File: src/rtl/temp_seg_if.sv
// temp_seg_if
// Bundle between the temperature source and the 4-digit 7-segment scanner.
// Handshake: there is none. temp_bcd/en are level signals sampled by the
// display only at the frame boundary (idx 3 -> 0 tick). seg/dig are
// registered, free-running outputs.
//   en        capture enable, source -> display
//   temp_bcd  {tens, ones, tenths} BCD, source -> display
//   seg       segment lines {dp,g..a}, display -> LED module
//   dig       digit enables, [0]=leftmost, display -> LED module
//   show      debug: scanner phase, 1 = SHOW, 0 = BLANK (pre-register)
interface temp_seg_if;
   logic        en;
   logic [11:0] temp_bcd;
   logic [7:0]  seg;
   logic [3:0]  dig;
   logic        show;

   modport master (
      output en,
      output temp_bcd,
      input  seg,
      input  dig,
      input  show
   );

   modport slave (
      input  en,
      input  temp_bcd,
      output seg,
      output dig,
      output show
   );
endinterface

File: src/rtl/temp_seg_display.sv
// temp_seg_display
// Multiplexed 4-digit 7-segment driver rendering a BCD temperature as "TT.T C".
// A shadow register captures the input once per frame so a frame never mixes
// two readings. Each digit slot begins with BLANK_CYC clocks of all-off time
// to suppress ghosting.
// Ports:
//   clk  system clock
//   rst  asynchronous, active-high reset
//   bus  temp_seg_if.slave: en, temp_bcd in; seg, dig, show out
module temp_seg_display #(
   parameter int CLK_FREQ    = 12_000_000,
   parameter int SCAN_HZ     = 1000,
   parameter int BLANK_CYC   = 16,
   parameter int SEG_ACT_LOW = 1,
   parameter int DIG_ACT_LOW = 1
) (
   input  logic       clk,
   input  logic       rst,
   temp_seg_if.slave  bus
);

   localparam int PER = CLK_FREQ / SCAN_HZ;
   localparam int PW  = (PER > 1) ? $clog2(PER) : 1;
   localparam logic [PW-1:0] PCNT_LAST = PW'(PER - 1);
   localparam logic [PW-1:0] BLANK_END = PW'(BLANK_CYC);
   // All-inactive levels; XOR with these also applies the polarity.
   localparam logic [7:0] SEG_OFF = (SEG_ACT_LOW != 0) ? 8'hFF : 8'h00;
   localparam logic [3:0] DIG_OFF = (DIG_ACT_LOW != 0) ? 4'hF : 4'h0;

   typedef enum logic {
      ST_BLANK = 1'b0,
      ST_SHOW  = 1'b1
   } state_t;

   logic [PW-1:0] pcnt, pcnt_d;
   logic [1:0]    idx, idx_d;
   logic [11:0]   shd, shd_d;
   logic [7:0]    seg_r, seg_d;
   logic [3:0]    dig_r, dig_d;
   logic          tick;
   logic [7:0]    glyph_on;
   logic [3:0]    onehot;
   state_t        state;

   // Logical glyph, 1 = lit. Non-BCD nibbles render as a dash.
   function automatic logic [7:0] glyph(input logic [3:0] n);
      case (n)
         4'd0:    glyph = 8'h3F;
         4'd1:    glyph = 8'h06;
         4'd2:    glyph = 8'h5B;
         4'd3:    glyph = 8'h4F;
         4'd4:    glyph = 8'h66;
         4'd5:    glyph = 8'h6D;
         4'd6:    glyph = 8'h7D;
         4'd7:    glyph = 8'h07;
         4'd8:    glyph = 8'h7F;
         4'd9:    glyph = 8'h6F;
         default: glyph = 8'h40;
      endcase
   endfunction

   // Slot content from the shadow copy, never from the live input.
   always_comb begin
      glyph_on = 8'h00;
      case (idx)
         // Leading-zero suppression only for a true 0; a bad nibble is a dash.
         2'd0:    glyph_on = (shd[11:8] == 4'd0) ? 8'h00 : glyph(shd[11:8]);
         2'd1:    glyph_on = glyph(shd[7:4]) | 8'h80;
         2'd2:    glyph_on = glyph(shd[3:0]);
         default: glyph_on = 8'h39;
      endcase
   end

   // Next-state and output decode. The scanner phase is implied by pcnt.
   always_comb begin
      state  = (pcnt < BLANK_END) ? ST_BLANK : ST_SHOW;
      tick   = (pcnt == PCNT_LAST);
      pcnt_d = tick ? '0 : pcnt + 1'b1;
      idx_d  = tick ? idx + 2'd1 : idx;
      shd_d  = shd;
      if (tick && (idx == 2'd3) && bus.en) begin
         shd_d = bus.temp_bcd;
      end
      onehot = 4'b0001 << idx;
      seg_d  = SEG_OFF;
      dig_d  = DIG_OFF;
      if (state == ST_SHOW) begin
         seg_d = glyph_on ^ SEG_OFF;
         dig_d = onehot ^ DIG_OFF;
      end
   end

   always_ff @(posedge clk or posedge rst) begin
      if (rst) begin
         pcnt  <= '0;
         idx   <= 2'd0;
         shd   <= 12'h000;
         seg_r <= SEG_OFF;
         dig_r <= DIG_OFF;
      end else begin
         pcnt  <= pcnt_d;
         idx   <= idx_d;
         shd   <= shd_d;
         seg_r <= seg_d;
         dig_r <= dig_d;
      end
   end

   assign bus.seg  = seg_r;
   assign bus.dig  = dig_r;
   assign bus.show = (state == ST_SHOW);

endmodule
File: src/flat_wrapper.sv
// flat-port wrapper written by rule: the top's interface ports become plain ports
module temp_seg_display_flat 
#(
   parameter int CLK_FREQ    = 12_000_000,
   parameter int SCAN_HZ     = 1000,
   parameter int BLANK_CYC   = 16,
   parameter int SEG_ACT_LOW = 1,
   parameter int DIG_ACT_LOW = 1
)
  (clk, rst, bus_en, bus_temp_bcd, bus_seg, bus_dig, bus_show);
  temp_seg_if bus_i ();
  input  logic clk;
  input  logic rst;
  input wire logic [$bits(bus_i.en)-1:0] bus_en;
  input wire logic [$bits(bus_i.temp_bcd)-1:0] bus_temp_bcd;
  output wire logic [$bits(bus_i.seg)-1:0] bus_seg;
  output wire logic [$bits(bus_i.dig)-1:0] bus_dig;
  output wire logic [$bits(bus_i.show)-1:0] bus_show;
  assign bus_i.en = bus_en;
  assign bus_i.temp_bcd = bus_temp_bcd;
  assign bus_seg = bus_i.seg;
  assign bus_dig = bus_i.dig;
  assign bus_show = bus_i.show;
  temp_seg_display #(.CLK_FREQ(CLK_FREQ), .SCAN_HZ(SCAN_HZ), .BLANK_CYC(BLANK_CYC), .SEG_ACT_LOW(SEG_ACT_LOW), .DIG_ACT_LOW(DIG_ACT_LOW)) u_core (.clk(clk), .rst(rst), .bus(bus_i));
endmodule
File: config.mk
export PLATFORM = sky130hd
export DESIGN_NAME = temp_seg_display_flat
export DESIGN_NICKNAME = d
export VERILOG_FILES = /design/src/rtl/temp_seg_if.sv /design/src/rtl/temp_seg_display.sv /design/src/flat_wrapper.sv
export SDC_FILE = /design/constraint.sdc
export NUM_CORES = 1
export LEC_CHECK = 0
export CORE_MARGIN = 3
export CORE_UTILIZATION = 25
export CTS_BUF_LIST = sky130_fd_sc_hd__clkbuf_16
export DETAILED_ROUTE_END_ITERATION = 16
export GPL_ROUTABILITY_DRIVEN = 0
export GPL_TIMING_DRIVEN = 1
export SLEW_MARGIN = 20
export SYNTH_ARGS = -nofsm -noshare
export SYNTH_HDL_FRONTEND = slang
export SYNTH_SLANG_ARGS = --single-unit
File: constraint.sdc
create_clock -name clk -period 2.46 [get_ports clk]
set_input_delay 0.369 -clock clk [delete_from_list [all_inputs] [get_ports clk]]
set_output_delay 0.369 -clock clk [all_outputs]
set_load 0.01 [all_outputs]
### Yosys cells after proc, flatten, opt, wreduce, memory -nomap -nowiden

Memory sizes are Yosys's and may differ from the RTL's.
Index checks and enable logic that the tools add are counted.

* bits in registers: 40
* memory bits (read-only): 336
* input bits: 15
* logic and storage cells: 28
* memories kept: 3

Memories
* (name not given): depth 16, bits a word 7, rd ports 1, clocked after memory_dff 0, wr ports 0, RTL line temp_seg_display.sv:47 `case (n)`
* (name not given): depth 16, bits a word 7, rd ports 1, clocked after memory_dff 0, wr ports 0, RTL line temp_seg_display.sv:47
* (name not given): depth 16, bits a word 7, rd ports 1, clocked after memory_dff 0, wr ports 0, RTL line temp_seg_display.sv:47

* $add $sub $neg: 2
* magnitude comparators: 1
* eq/ne operators: 4
* shifts and indexed selects: 1
* multiplexer cells: 6
* bitwise gates (word level): 2
* reduce and logical (&&, ||, !) cells: 4

Operators by type and width (count)
* $pmux W8 S3: 1
* $mux W8: 2
* $add A14 B1 Y14 const B: 1
* $eq A14 B14 Y1 const B: 1
* $lt A14 B5 Y1 const B: 1
* $mux W14: 1
* $not A8 Y8: 1
* $eq A2 B2 Y1 const B: 2
* $logic_not A4 Y1: 1
* $mux W4: 1
* $not A4 Y4: 1
* $shl A1 B2 Y4 const A: 1
* $add A2 B1 Y2 const B: 1
* $eq A2 B1 Y1 const B: 1
* $logic_and A1 B1 Y1: 2
* $logic_not A2 Y1: 1
* $mux W1: 1

### Longest topological paths before layout

* word-level depth: 5
* mapped depth: 6

### Worst setup path before layout

Ideal clock, no wire load.

* kind: register to register
* start: register u_core.pcnt[0]
* end: register u_core.shd[0]
* setup time: 0.125 ns
* arrival: 1.652 ns
* setup slack: 0.683 ns
* cell stages (with the launch flop): 7
* buffers on the path: 1
* path through: dfrtp_1 > ha_1 > and4_4 > and4_4 > and3_4 > buf_12 > mux2_4

* longest elaborated chain between the ends: 3

RTL lines
* start, declared: RTL line temp_seg_display.sv:35 `logic [PW-1:0] pcnt, pcnt_d;`
* start signal, assigned: RTL line temp_seg_display.sv:101 `pcnt <= pcnt_d;`
* $eq A14 B14 Y1: RTL line temp_seg_display.sv:77 `tick = (pcnt == PCNT_LAST);`
* $logic_and A1 B1 Y1 (2 in series): RTL line temp_seg_display.sv:81 `if (tick && (idx == 2'd3) && bus.en) begin`
* end signal, assigned: RTL line temp_seg_display.sv:97 `shd <= 12'h000;`
* end signal, assigned: RTL line temp_seg_display.sv:103 `shd <= shd_d;`
* end, declared: RTL line temp_seg_display.sv:37 `logic [11:0] shd, shd_d;`

No other way between the ends.
A chain may end at the register's enable or synchronous reset.

### Worst setup path in the final report

* start: register u_core.pcnt[4]
* end: output port bus_show

* longest elaborated chain between the ends: 2

RTL lines
* $lt A14 B5 Y1: RTL line temp_seg_display.sv:76 `state = (pcnt < BLANK_END) ? ST_BLANK : ST_SHOW;`
* $mux W1: RTL line temp_seg_display.sv:76
* end, declared: RTL line flat_wrapper.sv:18 `output wire logic [$bits(bus_i.show)-1:0] bus_show;`

No other way between the ends.

==> summary.txt <==
Timing
  – Max Clk Rate: about 450 MHz
  – RSZ-0062 raised after global routing: no
  – Max-slew violation count: 0
  – Final hold violations: 0
  – Slew headroom: 0.658
  – Fin crit share: 0.908
  – Final setup skew: 0.00589 ns
  – Final setup fails: 0
  – Min Tclk post-route: roughly 2.2 ns
  – Setup WS post-layout: 0.225 ns
  – Hold slack: 0.483 ns
  – Worst-Margin Slew: around 0.5 ns
  – Setup TNS: 0 ns

Logic synthesis
  – Post-synth top area share: 0.302
  – Yosys warnings: 0
  – Cells after synthesis: 220
  – Netlist cell types: 41
  – Post-Synthesis Cell Area: around 2300 sq um
  – Synth area leaders: dfrtp_1, dfstp_2, ha_1
  – Post-synth EDFFs: 0
  – Largest area contributor in the netlist: dfrtp_1
  – Primary FF master, synth: dfrtp_1
  – Avg Cell Area, Syn: approximately 11 sq um
  – Sequential element share of the synthesized area: 0.438
  – Synthesized flop and latch total: 40
  – FFs w/ async S/R, synth: 1.00
  – Syn nets: roughly 260

Clock tree
  – Hold_buf cts: 0
  – H-tree depth: 2
  – Max clock buf depth: 2
  – Skew-Pair Late Insertion Delay: between 0.2 and 0.3 ns
  – Clock transition at path regs: ~0.060 ns
  – CTS Buf Count: 5
  – Root buf cell: clkbuf_16
  – Post CTS Setup Buffer Count: 0
  – Cts repair resizes: 0
  – Clock Sinks: 40
  – CTS tree: done

Critical path
  – Nature of the critical path startpoint: flip-flop
  – CP Capture Type: primary output
  – CP peak stage delay: ~0.5 ns
  – CP delay by family, top: buffers and inverters
  – Crit Path Class: reg -> out
  – Data required, critical path: between 2 and 2.5 ns
  – Largest fanout on the critical path: 7
  – CP max-delay cell: clkdlybuf4s50_1
  – Worst path bufs/invs: 2
  – Crit-path cells: nor4_1 > and3_1 > clkinv_1 > clkdlybuf4s50_1
  – Crit path DAT: around 1.9 ns

Hold path
  – Min-delay worst type: reg -> reg

Global route
  – First-pass GRT wire length: approximately 7.6 mm
  – Initial antenna violation count: 0
  – Vias in the first global route: around 1600
  – Largest net degree at the start of global routing: 41
  – Remaining global-route overflow: 0
  – All-Layer GR Usage: 0.0920

Routing
  – Vias/cell: roughly 4.6
  – WL/cell: between 10 and 15 um
  – Vias: 1639
  – DR DRC count: 0
  – Router iterations before antenna repair: 4
  – Routed Antenna Nets: 0
  – WL final: roughly 4.5 mm
  – DR iter-0 viols: 79

Power and ir drop
  – Final Power: 1.41 mW
  – Max VDD drop: around 0.21 mV
  – PwrDens: around 490 nW/um^2
  – Pleak: between 1 and 1.5 nW

Layout
  – Area Growth Syn to Fin: 23.1%
  – # diodes: 0
  – Fin cells: approximately 360
  – Layout cell share with drive strength beyond 1: 0.149
  – Number of nets in the layout: 285

Place
  – Post-Place Cells: approximately 350
  – Place WS: 0.433 ns
  – IO Port Bufs: 27
  – Placed wire-length estimate: ~3.4 mm

Floorplanning
  – Die ar.: 10500 sq um
  – Rows: 34
  – Boundary pin count: 28
  – Initial Util: 0.262
  – Die width: 102 um
  – Core Region: between 8000 and 9000 sq um
  – Die Height: just over 100 um

Run status
  – Status: completed

Run
  – Number of max-cap violations: 0
==> cell families (layout without fill, tap and decap cells) <==
group           Yosys count  count (layout)  synth area share
simple gates             67              67             0.158
compound gates           43              43             0.118
flops                    40              40             0.438
buf+inv                  24              53            0.0464
fa+ha+maj                22              22             0.119
mux                      13              13            0.0793
xor+xnor                 11              11            0.0415
==> area by class of cell <==
type | instances | area [sq um]
Clock buffer | 5 | 125
Clock inverter | 3 | 38.8
Fill cell | 901 | 5990
Inverter | 16 | 60.1
Multi-Input combinational cell | 156 | 1200
Sequential cell | 40 | 1020
Tap cell | 108 | 135
Timing Repair Buffer | 29 | 285
==> final timing paths <==
kind	endpoint	depth (start not counted)	slack, ns	startpoint
min	u_core.pcnt[0]	1	0.48	u_core.pcnt[0]
max reg2reg	u_core.shd[10]	5	0.44	u_core.pcnt[0]
max	bus_show	4	0.23	u_core.pcnt[4]
min reg2reg	u_core.pcnt[0]	1	0.48	u_core.pcnt[0]
max in group asynchronous	u_core.bus.seg[0]	3	1.57	rst
min in group asynchronous	u_core.shd[9]	3	0.52	rst
==> sequential cells by signal, indices dropped and copies added, names as in the netlist <==
name and cells:
u_core.bus.seg 8, u_core.shd 12, u_core.idx 2, u_core.bus.dig 4, u_core.pcnt 14
==> layout by cell type (no fill, tap or decap), drive strengths merged, types with 6 or more instances in the layout <==
cell type / instances
ha: 22
xor2: 7
nand3: 9
inv: 16
nor2b: 6
o21ai: 14
dfrtp: 28
mux2: 13
dfstp: 12
nor2: 13
clkdlybuf4s50: 27
nand2: 12
a21oi: 10
==> synthesized netlist by cell type, types with 2 or more instances <==
cell / count
mux2_4: 10
clkbuf_1: 6
nor2b_1: 6
and3_1: 4
o31ai_1: 2
xnor2_1: 4
o21ai_0: 14
dfstp_2: 12
nand2b_1: 5
o311ai_0: 2
a31oi_1: 2
a22o_1: 3
ha_1: 22
or3_1: 2
nor2_1: 13
and4_1: 2
xor2_1: 7
nand3_1: 9
nand2_1: 12
nand4_1: 4
nor3_1: 3
and4_4: 2
a21boi_0: 4
inv_1: 15
dfrtp_1: 28
mux2_2: 3
a21oi_1: 10
==> metrics by stage <==
stage               instance area (sq um)  utilization
finish                               2860        0.323
CTS                                  2860        0.323
global placement                     2690        0.304
floorplan                            2320            -
global route                         2860        0.323
detailed placement                   2690        0.304
==> routing by layer <==
layer | track usage | vias to the layer above | part of all wire
li1 | - | 821 | -
met1 | 0.120 | 784 | 0.46
met2 | 0.144 | 28 | 0.47
met3 | 0.0246 | 6 | 0.050
met4 | 0.0363 | 0 | 0.020
met5 | 0 | - | 0
==> where the power goes <==
part	total, mW	leakage, nW	switching, mW	internal [mW]
Sequential	0.659	0.503	0	0.659
Clock	0.713	0.0850	0.241	0.472
Combinational	0.0369	0.643	0.0161	0.0208
No activity file was read; power rests on OpenSTA's default activity.
